### src/rtl/wb_arbiter.sv
// wb_arbiter: NUM_CH producer channels, each with a private FIFO, feeding
// NUM_OUT writeback slots through a round-robin selector. flush_in discards
// everything buffered or arriving in the flush cycle.
// Optional macro WB_ARBITER_BYPASS_EN: an empty channel's incoming result may
// be granted in the same cycle and written straight into a slot register.
module wb_arbiter #(
   parameter int NUM_CH  = 4,
   parameter int NUM_OUT = 2,
   parameter int DEPTH   = 4,
   parameter int DATA_W  = 64,
   parameter int PTR_W   = 6,
   parameter int PREG_W  = 7
) (
   input  logic                               clk_in,
   input  logic                               rst_in,
   input  logic                               flush_in,
   input  logic [NUM_CH-1:0]                  ch_valid_in,
   output logic [NUM_CH-1:0]                  ch_ready_out,
   input  logic [NUM_CH*PTR_W-1:0]            ch_ptr_in,
   input  logic [NUM_CH*PREG_W-1:0]           ch_preg_in,
   input  logic [NUM_CH*DATA_W-1:0]           ch_data_in,
   output logic [NUM_OUT-1:0]                 wb_valid_out,
   output logic [NUM_OUT*PTR_W-1:0]           wb_ptr_out,
   output logic [NUM_OUT*PREG_W-1:0]          wb_preg_out,
   output logic [NUM_OUT*DATA_W-1:0]          wb_data_out,
   output logic [NUM_OUT*$clog2(NUM_CH)-1:0]  wb_ch_out
);

   localparam int CH_W  = $clog2(NUM_CH);
   localparam int AW    = $clog2(DEPTH);
   localparam int CNT_W = $clog2(DEPTH + 1);
   localparam logic [CNT_W-1:0] FULL_CNT = CNT_W'(DEPTH);
   localparam logic [CNT_W-1:0] ZERO_CNT = CNT_W'(0);
   localparam logic [CH_W:0]    NCH      = (CH_W + 1)'(NUM_CH);
   localparam logic [CH_W-1:0]  LAST_CH  = CH_W'(NUM_CH - 1);

   typedef struct packed {
      logic [PTR_W-1:0]  ptr;
      logic [PREG_W-1:0] preg;
      logic [DATA_W-1:0] data;
   } entry_t;

   entry_t            mem_q    [NUM_CH][DEPTH];
   logic [AW-1:0]     head_q   [NUM_CH];
   logic [AW-1:0]     head_d   [NUM_CH];
   logic [AW-1:0]     tail_q   [NUM_CH];
   logic [AW-1:0]     tail_d   [NUM_CH];
   logic [CNT_W-1:0]  cnt_q    [NUM_CH];
   logic [CNT_W-1:0]  cnt_d    [NUM_CH];
   logic [CH_W-1:0]   rr_q, rr_d, rr_nxt_s;
   logic [NUM_OUT-1:0] wb_valid_q, wb_valid_d;
   entry_t            wb_ent_q [NUM_OUT];
   entry_t            wb_ent_d [NUM_OUT];
   logic [CH_W-1:0]   wb_ch_q  [NUM_OUT];
   logic [CH_W-1:0]   wb_ch_d  [NUM_OUT];

   entry_t            ch_ent_s [NUM_CH];
   logic [NUM_CH-1:0] elig_s, pop_s, byp_s, push_s;
   logic [NUM_OUT-1:0] sel_v_s;
   logic [CH_W-1:0]   sel_ch_s [NUM_OUT];
   logic [CH_W:0]     scan_idx_s;
   logic [CH_W-1:0]   scan_ch_s, last_ch_s;
   int                n_grant_s;

   // Unpack flat channel inputs; ready comes from the registered count only.
   always_comb begin
      for (int c = 0; c < NUM_CH; c++) begin
         ch_ent_s[c].ptr  = ch_ptr_in[c*PTR_W +: PTR_W];
         ch_ent_s[c].preg = ch_preg_in[c*PREG_W +: PREG_W];
         ch_ent_s[c].data = ch_data_in[c*DATA_W +: DATA_W];
         ch_ready_out[c]  = (cnt_q[c] != FULL_CNT);
      end
   end

   // Pack the slot registers onto the flat writeback outputs.
   always_comb begin
      for (int s = 0; s < NUM_OUT; s++) begin
         wb_valid_out[s]                 = wb_valid_q[s];
         wb_ptr_out[s*PTR_W +: PTR_W]    = wb_ent_q[s].ptr;
         wb_preg_out[s*PREG_W +: PREG_W] = wb_ent_q[s].preg;
         wb_data_out[s*DATA_W +: DATA_W] = wb_ent_q[s].data;
         wb_ch_out[s*CH_W +: CH_W]       = wb_ch_q[s];
      end
   end

   // A channel may be granted when it holds an entry (or, with bypass, when it is presenting one).
   always_comb begin
      for (int c = 0; c < NUM_CH; c++) begin
`ifdef WB_ARBITER_BYPASS_EN
         elig_s[c] = (cnt_q[c] != ZERO_CNT) || ch_valid_in[c];
`else
         elig_s[c] = (cnt_q[c] != ZERO_CNT);
`endif
      end
   end

   // Round-robin scan from rr_q: the first NUM_OUT eligible channels fill slots in scan order.
   always_comb begin
      pop_s      = {NUM_CH{1'b0}};
      byp_s      = {NUM_CH{1'b0}};
      sel_v_s    = {NUM_OUT{1'b0}};
      n_grant_s  = 0;
      last_ch_s  = rr_q;
      scan_idx_s = {(CH_W + 1){1'b0}};
      scan_ch_s  = {CH_W{1'b0}};
      for (int s = 0; s < NUM_OUT; s++) begin
         sel_ch_s[s] = {CH_W{1'b0}};
      end
      for (int i = 0; i < NUM_CH; i++) begin
         scan_idx_s = {1'b0, rr_q} + (CH_W + 1)'(i);
         if (scan_idx_s >= NCH) begin
            scan_idx_s = scan_idx_s - NCH;
         end else begin
            scan_idx_s = scan_idx_s;
         end
         scan_ch_s = scan_idx_s[CH_W-1:0];
         if (elig_s[scan_ch_s] && (n_grant_s < NUM_OUT)) begin
            for (int s = 0; s < NUM_OUT; s++) begin
               if (n_grant_s == s) begin
                  sel_v_s[s]  = 1'b1;
                  sel_ch_s[s] = scan_ch_s;
               end else begin
                  sel_ch_s[s] = sel_ch_s[s];
               end
            end
            if (cnt_q[scan_ch_s] != ZERO_CNT) begin
               pop_s[scan_ch_s] = 1'b1;
            end else begin
               byp_s[scan_ch_s] = 1'b1;
            end
            last_ch_s = scan_ch_s;
            n_grant_s = n_grant_s + 1;
         end else begin
            last_ch_s = last_ch_s;
         end
      end
      if (n_grant_s != 0) begin
         rr_nxt_s = (last_ch_s == LAST_CH) ? {CH_W{1'b0}} : last_ch_s + CH_W'(1);
      end else begin
         rr_nxt_s = rr_q;
      end
   end

   // Next state for FIFO pointers, counts, rr pointer and slot registers; flush overrides all.
   always_comb begin
      for (int c = 0; c < NUM_CH; c++) begin
         push_s[c] = ch_valid_in[c] && ch_ready_out[c] && !byp_s[c];
         tail_d[c] = push_s[c] ? tail_q[c] + AW'(1) : tail_q[c];
         head_d[c] = pop_s[c]  ? head_q[c] + AW'(1) : head_q[c];
         case ({push_s[c], pop_s[c]})
            2'b10:   cnt_d[c] = cnt_q[c] + CNT_W'(1);
            2'b01:   cnt_d[c] = cnt_q[c] - CNT_W'(1);
            default: cnt_d[c] = cnt_q[c];
         endcase
      end
      rr_d       = rr_nxt_s;
      wb_valid_d = sel_v_s;
      for (int s = 0; s < NUM_OUT; s++) begin
         wb_ch_d[s] = sel_v_s[s] ? sel_ch_s[s] : wb_ch_q[s];
         if (!sel_v_s[s]) begin
            wb_ent_d[s] = wb_ent_q[s];
         end else if (cnt_q[sel_ch_s[s]] != ZERO_CNT) begin
            wb_ent_d[s] = mem_q[sel_ch_s[s]][head_q[sel_ch_s[s]]];
         end else begin
            wb_ent_d[s] = ch_ent_s[sel_ch_s[s]];
         end
      end
      if (flush_in) begin
         for (int c = 0; c < NUM_CH; c++) begin
            tail_d[c] = {AW{1'b0}};
            head_d[c] = {AW{1'b0}};
            cnt_d[c]  = ZERO_CNT;
         end
         rr_d       = {CH_W{1'b0}};
         wb_valid_d = {NUM_OUT{1'b0}};
         for (int s = 0; s < NUM_OUT; s++) begin
            wb_ent_d[s] = '0;
            wb_ch_d[s]  = {CH_W{1'b0}};
         end
      end else begin
         rr_d = rr_d;
      end
   end

   // Control and slot registers, cleared asynchronously by reset.
   always_ff @(posedge clk_in or posedge rst_in) begin
      if (rst_in) begin
         for (int c = 0; c < NUM_CH; c++) begin
            head_q[c] <= {AW{1'b0}};
            tail_q[c] <= {AW{1'b0}};
            cnt_q[c]  <= ZERO_CNT;
         end
         rr_q       <= {CH_W{1'b0}};
         wb_valid_q <= {NUM_OUT{1'b0}};
         for (int s = 0; s < NUM_OUT; s++) begin
            wb_ent_q[s] <= '0;
            wb_ch_q[s]  <= {CH_W{1'b0}};
         end
      end else begin
         for (int c = 0; c < NUM_CH; c++) begin
            head_q[c] <= head_d[c];
            tail_q[c] <= tail_d[c];
            cnt_q[c]  <= cnt_d[c];
         end
         rr_q       <= rr_d;
         wb_valid_q <= wb_valid_d;
         for (int s = 0; s < NUM_OUT; s++) begin
            wb_ent_q[s] <= wb_ent_d[s];
            wb_ch_q[s]  <= wb_ch_d[s];
         end
      end
   end

   // FIFO storage writes at the tail; no reset needed since count gates every read.
   always_ff @(posedge clk_in) begin
      for (int c = 0; c < NUM_CH; c++) begin
         if (push_s[c] && !flush_in && !rst_in) begin
            mem_q[c][tail_q[c]] <= ch_ent_s[c];
         end
      end
   end

endmodule

### config.mk
export PLATFORM = sky130hd
export DESIGN_NAME = wb_arbiter
export DESIGN_NICKNAME = d
export VERILOG_FILES = /design/src/rtl/wb_arbiter.sv
export SDC_FILE = /design/constraint.sdc
export NUM_CORES = 2
export LEC_CHECK = 0
export BUFFER_PORTS_ARGS = -buffer_cell sky130_fd_sc_hd__buf_2
export CAP_MARGIN = 20
export CORE_MARGIN = 2
export CORE_UTILIZATION = 35
export DETAILED_ROUTE_END_ITERATION = 6
export HOLD_SLACK_MARGIN = 0.15
export PLACE_DENSITY = 0.51
export SETUP_SLACK_MARGIN = 0.15
export SYNTH_ARGS = -nofsm -noshare
export SYNTH_HDL_FRONTEND = slang
export SYNTH_SLANG_ARGS = --single-unit
### constraint.sdc
create_clock -name clk_in -period 10.09 [get_ports clk_in]
set_input_delay 1.009 -clock clk_in [delete_from_list [all_inputs] [get_ports clk_in]]
set_output_delay 1.009 -clock clk_in [all_outputs]
set_load 0.01 [all_outputs]
* Yosys cells after proc, flatten, opt, wreduce, memory -nomap -nowiden *
Memories as Yosys holds them, arrays and structs flattened.
Index checks and enable logic that the tools add are counted.

storage, ports and cells
  register bits = 190
  bits of input ports = 315
  output and inout bits = 164
  logic and storage cells = 320
  RAM bits = 1232
  memories = 1

memories
  name   depth  bits a word  rd ports  clocked after memory_dff  write ports  line  source
  mem_q  4      308          2         0                         4            43    entry_t mem_q [NUM_CH][DEPTH];

cells by class
  bitwise gates (word level) = 18
  add/subtract/negate cells = 27
  $lt $le $gt $ge = 31
  eq/ne operators = 16
  reduce and logical (&&, ||, !) cells = 62
  mux-type cells = 143

operator list
  operator                                                     number
  two-way mux 308 bit                                          4
  two-way mux 77 bit                                           16
  binary-select mux 77 bit (select 2 bit)                      4
  demux 77 bit (select 2 bit)                                  4
  two-way mux 154 bit                                          1
  adder 32 x 2 -> 32 bit, second input constant                3
  == test 32 x 2 -> 1 bit, second input constant               3
  logical NOT 32 bit                                           3
  less-than comparator 32 x 3 -> 1 bit, second input constant  3
  two-way mux 32 bit                                           3
  two-way mux 4 bit                                            21
  two-way mux 2 bit                                            35
  >= comparator 3 bit, second input constant                   15
  nonzero test 3 bit                                           14
  binary-select mux 3 bit (select 2 bit)                       6
  two-way mux 3 bit                                            12
  NOT 2 -> 3 bit                                               12
  nonzero test 32 bit                                          1
  logical AND 1 bit                                            27
  OR 4 bit                                                     6
  one-hot mux 3 bit (2 select lines)                           4
  nonzero test 2 bit                                           11
  two-way mux 1 bit                                            20
  adder 2 x 1 -> 2 bit, second input constant                  9
  18 further kinds                                             60

* Logic depth before layout (Yosys ltp) *
  depth in word-level cells = 25
  mapped depth = 24
  gate-level depth less buffers = 18

* Least setup slack after synthesis *
No wires, ideal clock.

  path kind = flip-flop to flip-flop
  start point = register rr_q[0]
  end point = register wb_ent_q, in the netlist wb_data_out[43]
  stages on the path, launching flop included = 24
  arrival = 6019 ps
  path buffers = 7
  period minus slack after synthesis = 6148 ps
  required time = 9961 ps
  setup time = 129 ps
  setup slack = 3942 ps
  cells stage by stage = dfrtp_1 > clkbuf_1 > inv_2 > ha_1 > buf_2 > mux4_2 > ha_1 > clkbuf_1 > nor2_1 > inv_1 > fa_1 > ha_1 > nand2_1 > nor4_1 > nor2_1 > a31oi_1 > buf_2 > clkbuf_1 > clkbuf_1 > clkbuf_1 > mux2i_1 > o22ai_1 > o21ai_0 > nand3_1

between the ends
  cells in the longest elaborated chain, start to end = 25
  elaborated cells between the ends (all ways) = 71
  those cells by class = 9 x add/sub; 7 x order compare; 44 x mux; 2 x bitwise; 8 x reduce/logical; 1 x memory

RTL lines
  item                                                                       line      source
  start, declared                                                            50        logic [CH_W-1:0] rr_q, rr_d, rr_nxt_s;
  start signal, assigned                                                     193       rr_q <= {CH_W{1'b0}};
  start signal, assigned                                                     205       rr_q <= rr_d;
  >= comparator 2 x 3 -> 1 bit or subtractor 2 x 1 -> 2 bit (tied branches)  111, 112
  two-way mux 2 bit                                                          111       if (scan_idx_s >= NCH) begin
  binary-select mux 1 bit (select 2 bit)                                     117       if (elig_s[scan_ch_s] && (n_grant_s < NUM_OUT)) begin
  two-way mux 1 bit (not written as such)                                    117
  two-way mux 1 bit                                                          117
  less-than comparator 32 x 3 -> 1 bit                                       117
  logical AND 1 bit                                                          117
  two-way mux 32 bit                                                         117
  [7 not listed]                                                             n/a
  binary-select mux 2 bit (select 2 bit)                                     163       wb_ent_d[s] = mem_q[sel_ch_s[s]][head_q[sel_ch_s[s]]];
  two-way mux 2 bit (not written as such) (2 in series)                      163
  NOT 2 -> 3 bit (not written as such)                                       163
  binary-select mux 77 bit (select 2 bit)                                    163
  two-way mux 77 bit (not written as such) (2 in series)                     163
  two-way mux 77 bit                                                         162       end else if (cnt_q[sel_ch_s[s]] != ZERO_CNT) begin
  two-way mux 77 bit                                                         160       if (!sel_v_s[s]) begin
  two-way mux 154 bit                                                        168       if (flush_in) begin
  end signal, assigned by index                                              208       wb_ent_q[s] <= wb_ent_d[s];
  end, declared                                                              52        entry_t wb_ent_q [NUM_OUT];

Several ways; a longest one is shown, not always the timed one. The select of a mux whose other input is x is not followed.
A chain may end at the register's enable or synchronous reset.

* Final worst setup path *
  start point = register rr_q[0]
  end point = register wb_ent_q, in the netlist wb_data_out[14]

The elaborated chain is that of the path after synthesis.

==> impl_metrics.json <==
{
  "ctsLongestPathBuffers": 3,
  "io_pins": 479,
  "synth_nets": 6056,
  "post_cts_resized": 0,
  "synth.largest_area_cell": "edfxtp_1",
  "skew_ns": 0.0702,
  "overflow": 0,
  "num-nets-final": 6304,
  "core-area_mm2": 0.209,
  "wl_mm": 287,
  "cp.required_ns": 10.81,
  "ys_ff_latch": 1422,
  "cts_root_buffer": "clkbuf_16",
  "crit_fanout": 67,
  "drive_above_1_share_pct": 20.2,
  "timing.final.hold_violations": 0,
  "clock-sinks": 1422,
  "ys_types": 61,
  "die_area_mm2": 0.213,
  "syn-mean-instance-area_um2": 12.9,
  "yosysSeqAreaShare_pct": 56.9,
  "cap_violations": 0,
  "grt_pass1_wl_mm": 401,
  "cts_hold_buf": 0,
  "wl_met2_mm": 132,
  "io_buffers": 478,
  "async_flop_share_pct": 13.4,
  "cts_buffers": 169,
  "syn_inst": 5706,
  "ys_warn_count": 0,
  "grt_pass1_vias": 52800,
  "start_util_pct": 35.1,
  "hold_class": "input port to async pin",
  "final_util_pct": 40.4,
  "synth_ff_type": "edfxtp_1",
  "fin_crit_ns": 8.45,
  "hpwl_mm": 159,
  "synth.top_cells.by_area": "edfxtp_1, mux2i_1, mux4_2",
  "grt_max_degree": 177,
  "multiInputGateArea_mm2": 0.0297,
  "critical_path_class": "flop to flop",
  "mappedNetlistArea_mm2": 0.0734,
  "synth_top_cell_area_share_pct": 50.4,
  "wl_per_cell_um": 32.0,
  "rrSetupSlack_ns": 1.64,
  "drc_errors": 0,
  "wl_met1_mm": 122,
  "timing.final.crit_share_pct": 83.7,
  "antenna_found_initial": 99,
  "clk_latency_ns": 0.87,
  "maxUsedRoutingLayer": "met5",
  "status": "finished clean",
  "synth-edff-count": 1232,
  "place.gp.congestion": 0.820,
  "rsz0062_at_grt": "false",
  "synthToLayoutAreaGrowth_pct": 15.1,
  "final_cell_mix": "edfxtp_1, nand2_1, mux2i_1",
  "fmax_ghz": 0.118,
  "ant_nets": 0,
  "finalSetupViolations": 0,
  "dieHeight_um": 462,
  "drt_iter0_drc": 5570,
  "arrival_ns": 9.17,
  "vias_per_cell": 6.08,
  "worst_pin_slew_ns": 1.34,
  "slew_violations": 0,
  "dr_total_vias": 54300,
  "ff_latch_area_mm2": 0.0418,
  "cts_setup_buffers": 0,
  "row_count": 168,
  "drtPass1Iterations": 7,
  "end_kind": "flop",
  "tns_ns": 0,
  "clk_pin_slew_worst_paths_ns": 0.06,
  "die_width_um": 462,
  "wl_met3_mm": 23.6,
  "nFillCells": 19600,
  "grt_usage_pct": 26.2,
  "cts_tree": "done",
  "start_kind": "flop",
  "relSlewSlack_pct": 10.7,
  "layout_commonest_cell": "edfxtp_1",
  "ctsHtreeMaxLevel": 4
}
## final cells by class
cell class	count	area share, %
sequential	1422	49.4
antenna	41	0.121
clock inverter	87	1.23
clock buffer	229	5.55
timing repair buffer	588	4.19
tap	2805	4.16
multi-input combinational	3747	35.2
inverter	26	0.124
## state kept, by name, indices dropped and copies added, names as in the netlist
register	cells
wb_ch_out	4
tail_q	8
cnt_q	12
head_q	8
mem_q	1232
wb_valid_out	2
wb_data_out	128
rr_q	2
wb_ptr_out	12
wb_preg_out	14
## Yosys cell counts, types with 3 or more instances
library cell  count
edfxtp_1       1232
nand2_1         732
mux2i_1         705
clkbuf_1        377
a211oi_1        310
nor2_1          273
a21oi_1         248
mux4_2          236
dfrtp_1         190
and2_1          161
a32oi_1         155
and3_1           94
buf_2            84
nand3_1          79
o211ai_1         79
mux2_2           78
o2111ai_1        77
o211a_1          77
o221a_1          77
o22ai_1          77
o21ai_0          61
nor3_1           60
buf_1            42
ha_1             30
nor3_2           29
o21ai_1          26
inv_1            24
xor2_1           12
xnor2_1          10
nor4_1            8
or3_1             6
fa_1              5
a222oi_1          4
buf_4             4
nor3b_1           4
o31ai_1           4
a31oi_1           3
buf_6             3
## routing by layer
layer | track usage (%) | vias up
met5 | 0 | -
met4 | 9.03 | 78
met3 | 5.47 | 546
met2 | 41.0 | 2689
met1 | 36.2 | 28100
li1 | - | 22900
## kinds of logic (layout without fill, tap and decap cells)
family / Yosys count / count (layout) / share of synthesized area [%]
xor+xnor: 22 / 22 / 0.263
simple gates: 1460 / 1460 / 8.96
compound gates: 1211 / 1211 / 12.2
fa+ha+maj: 35 / 35 / 0.648
other cells: 0 / 41 / 0
mux: 1019 / 1019 / 18.1
flops: 1422 / 1422 / 56.9
buf+inv: 537 / 930 / 2.94
## worst paths after layout
check                      cells after the start         endpoint            from
max                                           19  wb_data_out[14]         rr_q[0]
min                                            2  wb_data_out[65]          rst_in
max reg2reg                                   19  wb_data_out[14]         rr_q[0]
min reg2reg                                    2     wb_ch_out[2]    wb_ch_out[2]
max in group asynchronous                      4   wb_data_out[4]          rst_in
min in group clk_in                            1    mem_q[0][139]  ch_data_in[62]
## worst max-delay path: stages, from the launching register on
cell	delay [ns]
dfrtp_1	0.80
inv_2	0.27
ha_1	0.55
mux4_2	0.67
ha_1	0.35
nor2_1	0.46
inv_1	0.27
fa_1	0.66
ha_1	0.17
nand2_1	0.08
nor4_1	0.82
nor2_1	0.39
a31oi_4	0.66
buf_4	0.51
buf_4	0.81
mux2i_1	0.27
nand2_1	0.07
and3_1	0.21
o211ai_1	0.15
nand3_1	0.11
## through the flow
step                hold WS (ns)  instances  cell area, um2  setup slack [ns]
CTS                        0.194       8904           84300              1.79
global route               0.224       8931           84400              1.15
global placement           0.495       8588           78600              1.97
finish                     0.244       8945           84400              1.64
floorplan                  0.525       5706           73400              3.91
detailed placement         0.502       8588           78600              1.81
Power is not shown: default switching activity piles up to over one toggle a cycle in this logic, so the estimate is an artifact.
